File: src/rtl/eth_pkg.sv
// Shared types for the Ethernet transmit arbiter: the 74-bit FIFO word layout
// and the arbiter FSM state encoding.
package eth_pkg;

  localparam int unsigned DATA_W = 64;
  localparam int unsigned KEEP_W = 8;
  localparam int unsigned WORD_W = DATA_W + KEEP_W + 2;
  localparam int unsigned CRED_W = 8;

  // Packed MSB-first so the bit positions match the FIFO word: [73] user, [72] last.
  typedef struct packed {
    logic              user;
    logic              last;
    logic [KEEP_W-1:0] keep;
    logic [DATA_W-1:0] data;
  } eth_word_t;

  typedef enum logic [1:0] {
    StIdle  = 2'd0,
    StXfer  = 2'd1,
    StDrain = 2'd2
  } state_e;

endpackage

File: src/rtl/eth_txarb_oreg.sv
// One-entry first-word-fall-through output register sitting between the
// arbiter and the consumer; a load and a pop may happen in the same cycle.
module eth_txarb_oreg
  import eth_pkg::*;
(
  input  logic      clk156,
  input  logic      sys_rst,
  input  logic      load,
  input  eth_word_t din,
  input  logic      pop,
  output eth_word_t dout,
  output logic      valid,
  output logic      ready
);

  eth_word_t word_q;
  logic      valid_q;

  always_ff @(posedge clk156 or posedge sys_rst) begin
    if (sys_rst) begin
      word_q  <= '0;
      valid_q <= 1'b0;
    end else begin
      if (load) begin
        word_q  <= din;
        valid_q <= 1'b1;
      end else if (pop && valid_q) begin
        valid_q <= 1'b0;
      end
    end
  end

  assign dout  = word_q;
  assign valid = valid_q;
  assign ready = ~valid_q | pop;

endmodule

File: src/rtl/eth_txarb.sv
// Two-source weighted round-robin packet arbiter feeding a FWFT output
// register, with per-packet beat limit and truncate-and-drain of overlong packets.
module eth_txarb
  import eth_pkg::*;
#(
  parameter int unsigned WEIGHT0   = 1,
  parameter int unsigned WEIGHT1   = 1,
  parameter int unsigned MAX_BEATS = 256
) (
  input  logic              clk156,
  input  logic              sys_rst,
  input  logic [WORD_W-1:0] fifo0_dout,
  input  logic              fifo0_empty,
  output logic              fifo0_rd_en,
  input  logic [WORD_W-1:0] fifo1_dout,
  input  logic              fifo1_empty,
  output logic              fifo1_rd_en,
  output logic [WORD_W-1:0] dout,
  output logic              empty,
  input  logic              rd_en,
  output logic [31:0]       pkt_cnt0,
  output logic [31:0]       pkt_cnt1,
  output logic [15:0]       trunc_cnt
);

  localparam int unsigned BEAT_W = $clog2(MAX_BEATS) + 1;
  localparam logic [BEAT_W-1:0] BEAT_MAX = BEAT_W'(MAX_BEATS);
  localparam logic [CRED_W-1:0] CRED0 = CRED_W'(WEIGHT0);
  localparam logic [CRED_W-1:0] CRED1 = CRED_W'(WEIGHT1);

  state_e            state_q, state_d;
  logic              gnt_q, gnt_d;
  logic              rr_q, rr_d;
  logic [CRED_W-1:0] credit0_q, credit0_d, credit1_q, credit1_d, cred_left;
  logic [BEAT_W-1:0] beat_q, beat_d, beat_inc;
  logic [31:0]       pkt_cnt0_q, pkt_cnt1_q;
  logic [15:0]       trunc_cnt_q;

  eth_word_t src_word, oreg_din, oreg_dout;
  logic      sel, cur, src_empty, oth_empty;
  logic      oreg_valid, oreg_ready, oreg_pop, load, pop_src;
  logic      pkt_done, pkt_cnt_inc, trunc_inc;

  // In IDLE the arbitration choice is used combinationally so the first word of
  // the next packet is taken in the cycle right after the previous last word.
  assign sel       = (!fifo0_empty && !fifo1_empty) ? rr_q : fifo0_empty;
  assign cur       = (state_q == StIdle) ? sel : gnt_q;
  assign src_word  = cur ? eth_word_t'(fifo1_dout) : eth_word_t'(fifo0_dout);
  assign src_empty = cur ? fifo1_empty : fifo0_empty;
  assign oth_empty = cur ? fifo0_empty : fifo1_empty;
  assign oreg_pop  = rd_en & oreg_valid;
  assign beat_inc  = beat_q + BEAT_W'(1);

  always_comb begin
    state_d     = state_q;
    gnt_d       = gnt_q;
    beat_d      = beat_q;
    load        = 1'b0;
    pop_src     = 1'b0;
    pkt_done    = 1'b0;
    pkt_cnt_inc = 1'b0;
    trunc_inc   = 1'b0;
    oreg_din    = src_word;
    unique case (state_q)
      StIdle, StXfer: begin
        if (!src_empty && oreg_ready && !sys_rst) begin
          pop_src = 1'b1;
          load    = 1'b1;
          gnt_d   = cur;
          if (src_word.last) begin
            pkt_done    = 1'b1;
            pkt_cnt_inc = 1'b1;
            beat_d      = '0;
            state_d     = StIdle;
          end else if (beat_inc == BEAT_MAX) begin
            oreg_din.last = 1'b1;
            oreg_din.user = 1'b1;
            pkt_cnt_inc   = 1'b1;
            trunc_inc     = 1'b1;
            beat_d        = '0;
            state_d       = StDrain;
          end else begin
            beat_d  = beat_inc;
            state_d = StXfer;
          end
        end
      end
      StDrain: begin
        // Remainder of a truncated packet is discarded, never loaded.
        if (!src_empty && !sys_rst) begin
          pop_src = 1'b1;
          if (src_word.last) begin
            pkt_done = 1'b1;
            state_d  = StIdle;
          end
        end
      end
      default: state_d = StIdle;
    endcase
  end

  always_comb begin
    rr_d      = rr_q;
    credit0_d = credit0_q;
    credit1_d = credit1_q;
    cred_left = (cur ? credit1_q : credit0_q) - CRED_W'(1);
    if (pkt_done) begin
      if (cred_left == '0) begin
        if (cur) credit1_d = CRED1;
        else     credit0_d = CRED0;
        // Hand the turn over only when the other source actually has work.
        if (!oth_empty) begin
          rr_d = ~cur;
          if (cur) credit0_d = CRED0;
          else     credit1_d = CRED1;
        end
      end else begin
        if (cur) credit1_d = cred_left;
        else     credit0_d = cred_left;
      end
    end
  end

  always_ff @(posedge clk156 or posedge sys_rst) begin
    if (sys_rst) begin
      state_q     <= StIdle;
      gnt_q       <= 1'b0;
      rr_q        <= 1'b0;
      credit0_q   <= CRED0;
      credit1_q   <= CRED1;
      beat_q      <= '0;
      pkt_cnt0_q  <= '0;
      pkt_cnt1_q  <= '0;
      trunc_cnt_q <= '0;
    end else begin
      state_q   <= state_d;
      gnt_q     <= gnt_d;
      rr_q      <= rr_d;
      credit0_q <= credit0_d;
      credit1_q <= credit1_d;
      beat_q    <= beat_d;
      if (pkt_cnt_inc) begin
        if (cur) pkt_cnt1_q <= pkt_cnt1_q + 32'd1;
        else     pkt_cnt0_q <= pkt_cnt0_q + 32'd1;
      end
      if (trunc_inc && (trunc_cnt_q != 16'hFFFF)) begin
        trunc_cnt_q <= trunc_cnt_q + 16'd1;
      end
    end
  end

  eth_txarb_oreg u_oreg (
    .clk156 (clk156),
    .sys_rst(sys_rst),
    .load   (load),
    .din    (oreg_din),
    .pop    (oreg_pop),
    .dout   (oreg_dout),
    .valid  (oreg_valid),
    .ready  (oreg_ready)
  );

  assign fifo0_rd_en = pop_src & ~cur;
  assign fifo1_rd_en = pop_src & cur;
  assign dout        = oreg_dout;
  assign empty       = ~oreg_valid;
  assign pkt_cnt0    = pkt_cnt0_q;
  assign pkt_cnt1    = pkt_cnt1_q;
  assign trunc_cnt   = trunc_cnt_q;

  a_one_pop: assert property (@(posedge clk156) disable iff (sys_rst)
    !(fifo0_rd_en && fifo1_rd_en));
  a_pop_nonempty: assert property (@(posedge clk156) disable iff (sys_rst)
    !(fifo0_rd_en && fifo0_empty) && !(fifo1_rd_en && fifo1_empty));

endmodule

File: config.mk
export PLATFORM = sky130hd
export DESIGN_NAME = eth_txarb
export DESIGN_NICKNAME = d
export VERILOG_FILES = /design/src/rtl/eth_pkg.sv /design/src/rtl/eth_txarb_oreg.sv /design/src/rtl/eth_txarb.sv
export SDC_FILE = /design/constraint.sdc
export NUM_CORES = 1
export LEC_CHECK = 0
export CELL_PAD_IN_SITES_DETAIL_PLACEMENT = 1
export CELL_PAD_IN_SITES_GLOBAL_PLACEMENT = 2
export CORE_MARGIN = 4
export CORE_UTILIZATION = 27
export DETAILED_ROUTE_END_ITERATION = 7
export GPL_ROUTABILITY_DRIVEN = 0
export PLACE_DENSITY_LB_ADDON = 0.05
export SYNTH_ARGS = -nofsm -noshare
export SYNTH_HDL_FRONTEND = slang
export SYNTH_SLANG_ARGS = --single-unit
File: constraint.sdc
create_clock -name clk156 -period 6.3 [get_ports clk156]
set_input_delay 0.63 -clock clk156 [delete_from_list [all_inputs] [get_ports clk156]]
set_output_delay 0.63 -clock clk156 [all_outputs]
set_load 0.05 [all_outputs]
==> flow_summary.json, run 1 <==
{
  "synth_warnings": 0,
  "worstPathBufferInverterCount": 3,
  "report.final.slew_viol_count": 0,
  "slowest_stage": "clkdlybuf4s50_1",
  "yosysMostFrequentCell": "nand2_1",
  "synth_top_area_share_pct": 49.0,
  "io_buffers": 309,
  "clock_path_buffers": 2,
  "ys_seq_area_share_pct": 49.6,
  "die_w_um": 193,
  "max_freq_mhz": 241,
  "placed_area_mm2": 0.0128,
  "critPathCaptureType": "primary output",
  "cts_max_level": 4,
  "crit_path_start_kind": "primary input",
  "rrSetupSlack_ns": 2.63,
  "grt_pass1_vias": 8832,
  "cts_resized": 0,
  "rsz0062_at_grt": "no",
  "path_depth": 6,
  "r2r_cells": 10,
  "cts_setup_buffers": 0,
  "coreArea_mm2": 0.0337,
  "status": "finished, final reports clean",
  "cts_tree": "done",
  "grt_first_pass_wirelength_um": 53400,
  "cts_buffers": 17,
  "antenna_left": 0,
  "grt_max_degree": 91,
  "drive_above_1_share_pct": 6.03,
  "tightest_slew_ns": 1.15,
  "cts.sinks": 184,
  "grt_overflow": 0,
  "critPathCapture": "fifo0_rd_en",
  "synth_fp_nets": 1147,
  "routed_wl_um": 34000,
  "synth-edff-count": 0,
  "crit_top_cell": "clkdlybuf4s50_1",
  "clk-insertion-delay-late_ns": 0.45,
  "reg2reg_from": "state_q[1]",
  "start_util_pct": 27.6,
  "crit_chain": "clkdlybuf4s50_1, nor2b_1, o31a_2, buf_4, nor2_1, clkdlybuf4s50_1",
  "area_growth_pct": 45.0,
  "period_share_pct": 65.9,
  "die_y_um": 193,
  "drt_iter0_markers": 282,
  "fin_cells": 1728,
  "worst_hold_slack_ns": 0.474,
  "ir_worst_vdd_mv": 0.199,
  "synth_commonest_cells": "nand2_1, dfrtp_1, nor2_1, a31oi_1, clkbuf_1",
  "avgSynthCellArea_um2": 9.40,
  "ctsHoldBuffers": 0,
  "nets": 1424,
  "dr_total_vias": 8468,
  "required_ns": 5.67,
  "cts_root_buffer": "clkbuf_16",
  "std_cell_rows": 67,
  "final_area_mm2": 0.0135,
  "slew_headroom_pct": 23.1,
  "hold_violations": 0,
  "max_stage_delay_ns": 0.74,
  "viasPerCell": 4.90,
  "ys_ff_latch": 184,
  "path_delay_family": "buffers and inverters",
  "crit_start": "fifo1_empty",
  "fillers": 3816,
  "setup_tns_ns": 0,
  "hpwlAfterDp_um": 24000,
  "wire_per_inst_um": 19.7,
  "skew_ns": 0.0107,
  "drt_pass1_iterations": 4,
  "path_clk_slew_ns": 0.07,
  "post-route-drc-count": 0,
  "async_flop_share_pct": 100,
  "yosys.area.top_type": "dfrtp_1",
  "yosys.cell_types.count": 59,
  "p_per_area_mw_per_mm2": 433,
  "ys.flop_type": "dfrtp_1",
  "min_period_ns": 4.15,
  "finalSetupViolCount": 0,
  "io-pin-count": 310,
  "critPathKind": "primary input to primary output",
  "dieArea_mm2": 0.0374,
  "netlist_instances": 988,
  "p_leak_nw": 5.47,
  "synth_area_mm2": 0.00929,
  "track_usage_pct": 17.8,
  "place_inst": 1694,
  "worstHoldPathType": "flop to flop",
  "crit_fanout": 86,
  "crit_arrival_ns": 3.52,
  "netlist_top_cells_area": "dfrtp_1, nand2_1, xnor2_1",
  "antenna_found_initial": 4,
  "r2r_end": "credit1_q[4]",
  "maxCapViolCount": 0
}
[power by group]
part | total (mW) | internal [mW] | switching [mW] | leakage, nW
clock network | 1.21 | 0.682 | 0.526 | 0.309
registers | 1.75 | 1.50 | 0.246 | 2.29
logic | 2.87 | 0.913 | 1.95 | 2.87
total | 5.82 | 3.10 | 2.73 | 5.47
[through the flow]
| step | util (%) | worst slack, ns | power (mW) |
|---|---|---|---|
| CTS | 39.9 | 2.13 | 5.92 |
| finish | 39.9 | 2.15 | 5.82 |
| global placement | 38.0 | 2.15 | 4.67 |
| global route | 39.9 | 1.99 | 6.18 |
| detailed placement | 38.0 | 1.99 | 4.68 |
| floorplan | - | 0.673 | 3.57 |
[state kept, by name (all words and copies together) (netlist names)]
register	cells
u_oreg.dout	74
pkt_cnt0	32
pkt_cnt1	32
trunc_cnt	16
beat_q	9
credit0_q	8
credit1_q	8
state_q	2
gnt_q	1
rr_q	1
u_oreg.valid	1
[worst register-to-register path, stage by stage, from the launching register on]
cell	delay (ns)
dfrtp_1	0.46
or2_2	0.36
o31ai_4	0.38
mux2i_1	0.30
ha_1	0.26
nand2b_1	0.11
nor4_1	0.24
xnor2_1	0.15
a32oi_1	0.75
o31a_1	0.41
a22o_1	0.20
[cell families (layout without fill, tap and decap cells)]
kind of cell / after synthesis / count (layout) / synth area share (%)
simple gates: 445 / 445 / 22.5
flops: 184 / 184 / 49.6
compound gates: 182 / 182 / 14.9
xor+xnor: 82 / 82 / 7.73
buf+inv: 82 / 372 / 3.69
mux: 7 / 7 / 0.795
fa+ha+maj: 6 / 6 / 0.808
other cells: 0 / 2 / 0
[layout by cell type, fill, tap and decap left out, drive strengths merged, types with 5 or more instances in the layout]
cell type        n
nand4           39
nand3           19
o211ai           8
nor3            24
a21o             5
o31a             5
or3             12
a2111oi         14
dfrtp          182
clkdlybuf4s50  309
o2bb2ai          7
a31oi           73
clkinv           5
and2            10
nand2b           8
inv             21
and4            11
o21ai           20
nand2          187
clkbuf          19
nor2            96
nor4             9
o21a             5
o2111ai          7
and3            20
a21oi            5
buf             13
ha               6
xnor2           53
o31ai            9
xor2            29
[routing by layer]
| layer | share of wire [%] | track usage, % |
|---|---|---|
| met2 | 47 | 29.4 |
| met1 | 43 | 22.1 |
| met5 | 0.032 | 0 |
| met4 | 1.1 | 3.93 |
| met3 | 8.8 | 7.01 |
[worst min path at each step]
stage	from	end	slack, ns	cells past startpoint
4_1_cts	pkt_cnt0[31]	pkt_cnt0[31]	0.48	1
3_5_place_dp	pkt_cnt0[31]	pkt_cnt0[31]	0.47	1
2_1_floorplan	credit0_q[0]	credit0_q[0]	0.46	2
5_1_grt	pkt_cnt0[31]	pkt_cnt0[31]	0.48	1
6_report	pkt_cnt0[31]	pkt_cnt0[31]	0.47	1
3_3_place_gp	pkt_cnt0[31]	pkt_cnt0[31]	0.46	1
[cell type report]
class                   instances  area [µm²]  share of cell area, %
multi-input cells             722        4390                   32.6
clock buffers                  19         443                   3.29
diodes                          2        5.00                 0.0372
flip-flops and latches        184        4610                   34.2
well taps                     448         561                   4.16
clock inverters                13         194                   1.44
repair buffers                322        3190                   23.7
inverters                      18        75.1                  0.558
Power figures use the tool's default switching activity.
==> inputs of run 2 (changes only) <==
Clock period 6.3 ns to 4.3 ns, I/O delays scaled along.
==> run 2 against run 1 <==
Setup slack lost 1.2 ns. Power grew 45%. First-iteration DRC count shrank 0.71%. Die area is the same. Sequential power grew 46%. Clock power grew 42%. Via count grew 0.14%. Worst hold slack gained 0.0076 ns. Clock-buffer cell count grew 4. Register-to-register slack lost 1.7 ns.
==> flow_summary.json, run 2 (synthesized netlist as in run 1, its figures left out) <==
{
  "status": "finished, final reports clean",
  "max_freq_mhz": 296,
  "critPathCapture": "pkt_cnt1[25]",
  "cts.sinks": 184,
  "min_path_cells": 1,
  "crit_arrival_ns": 3.68,
  "post-route-drc-count": 0,
  "io_buffers": 309,
  "layout_commonest_cell": "clkdlybuf4s50_1",
  "critPathCaptureType": "flop",
  "crit_fanout": 20,
  "coreArea_mm2": 0.0337,
  "setup_tns_ns": 0,
  "clk-insertion-delay-late_ns": 0.44,
  "finalSetupViolCount": 0,
  "worst_slack_ns": 0.927,
  "die_y_um": 193,
  "area_growth_pct": 45.5,
  "start_util_pct": 27.6,
  "track_usage_pct": 17.7,
  "fillers": 3819,
  "p_leak_nw": 5.49,
  "skew_ns": 0.00687,
  "maxCapViolCount": 0,
  "place_ws_ns": 0.538,
  "dieArea_mm2": 0.0374,
  "cts_root_buffer": "clkbuf_16",
  "r2r_end": "pkt_cnt1[25]",
  "largest_reg_flops": 74,
  "routed_wl_um": 33500,
  "path_depth": 8,
  "hpwlAfterDp_um": 24200,
  "placed_area_mm2": 0.0129,
  "path_delay_family": "simple AND/OR/NAND/NOR gates",
  "viasPerCell": 4.90,
  "final_area_mm2": 0.0135,
  "grt_pass1_vias": 8940,
  "cts_tree": "done",
  "drt_iter0_markers": 280,
  "grt_first_pass_wirelength_um": 53300,
  "required_ns": 4.61,
  "nets": 1430,
  "report.final.slew_viol_count": 0,
  "rrSetupSlack_ns": 0.93,
  "path_clk_slew_ns": 0.07,
  "crit_chain": "ha_1, nand3_1, o21a_1, or4_4, or3_1, buf_4, a2111oi_1, xor2_1",
  "hold_violations": 0,
  "crit_path_start_kind": "flop",
  "tightest_slew_ns": 0.976,
  "rsz0062_at_grt": "no",
  "cts_resized": 0,
  "place_inst": 1700,
  "wire_per_inst_um": 19.3,
  "drive_above_1_share_pct": 6.16,
  "period_share_pct": 78.4,
  "grt_max_degree": 95,
  "fin_util_pct": 40.1,
  "worstPathBufferInverterCount": 1,
  "slowest_stage": "or3_1",
  "clock_path_buffers": 2,
  "layout_common_cells": "clkdlybuf4s50_1, nand2_1, dfrtp_1",
  "die_w_um": 193,
  "cts_max_level": 4,
  "drt_pass1_iterations": 4,
  "critPathKind": "flop to flop",
  "max_stage_delay_ns": 0.67,
  "p_per_area_mw_per_mm2": 627,
  "std_cell_rows": 67,
  "io-pin-count": 310,
  "min_period_ns": 3.37,
  "crit_start": "beat_q[0]",
  "fin_cells": 1732,
  "slew_headroom_pct": 34.9,
  "ir_worst_vdd_mv": 0.310,
  "cts_setup_buffers": 0,
  "cts_buffers": 17,
  "antenna_left": 0,
  "antenna_found_initial": 2,
  "worstHoldPathType": "flop to flop",
  "reg2reg_from": "beat_q[0]",
  "r2r_cells": 8,
  "dr_total_vias": 8480,
  "ctsHoldBuffers": 0,
  "grt_overflow": 0
}
==> run 2: cell types whose count changed in the layout (fill, tap and decap cells not counted), sizes merged <==
cell	delta
buf	+6
clkbuf	+4
clkinv	-3
clkinvlp	+2
diode	-1
inv	-4
==> run 2: cell type report <==
cell class | count | area, µm² | share of cell area [%]
antenna | 1 | 2.50 | 0.0185
clock buffer | 23 | 468 | 3.46
clock inverter | 8 | 145 | 1.07
inverter | 18 | 71.3 | 0.528
multi-input combinational | 722 | 4390 | 32.5
sequential | 184 | 4610 | 34.1
tap | 448 | 561 | 4.15
timing repair buffer | 328 | 3270 | 24.2
==> run 2: worst min path at each step <==
stage                          to          start  slack (ns)
floorplan            credit0_q[0]   credit0_q[0]        0.46
global placement     pkt_cnt1[31]   pkt_cnt1[31]        0.46
detailed placement   pkt_cnt1[31]   pkt_cnt1[31]        0.47
CTS                  pkt_cnt1[31]   pkt_cnt1[31]        0.48
global route        trunc_cnt[11]  trunc_cnt[11]        0.51
finish              trunc_cnt[11]  trunc_cnt[11]        0.48
==> run 2: worst reg2reg max path: stages, from the launching register on <==
cell and delay [ns]:
dfrtp_1 0.46, ha_1 0.25, nand3_1 0.21, o21a_1 0.25
or4_4 0.46, or3_1 0.67, buf_4 0.38, a2111oi_1 0.46
xor2_1 0.11
==> run 2: per-stage QoR <==
step	hold WS [ns]	total power, mW
3_5_place_dp	0.472	6.85
6_report	0.482	8.47
3_3_place_gp	0.465	6.83
5_1_grt	0.510	9.02
4_1_cts	0.482	8.62
2_1_floorplan	0.455	5.24
==> run 2: where the power goes <==
group	switching [mW]	total, mW	internal (mW)	leakage, nW
clock network	0.719	1.72	1.00	0.293
registers	0.346	2.55	2.20	2.29
logic	2.85	4.20	1.35	2.90
==> run 2: per-layer routing <==
metal  up-vias  share of wire [%]  track usage [%]
met2       223                 47             29.1
met5         -              0.060                0
met3        25                8.2             6.49
met1      4152                 43             22.3
li1       4078                  -                -
met4         2                1.1             4.07
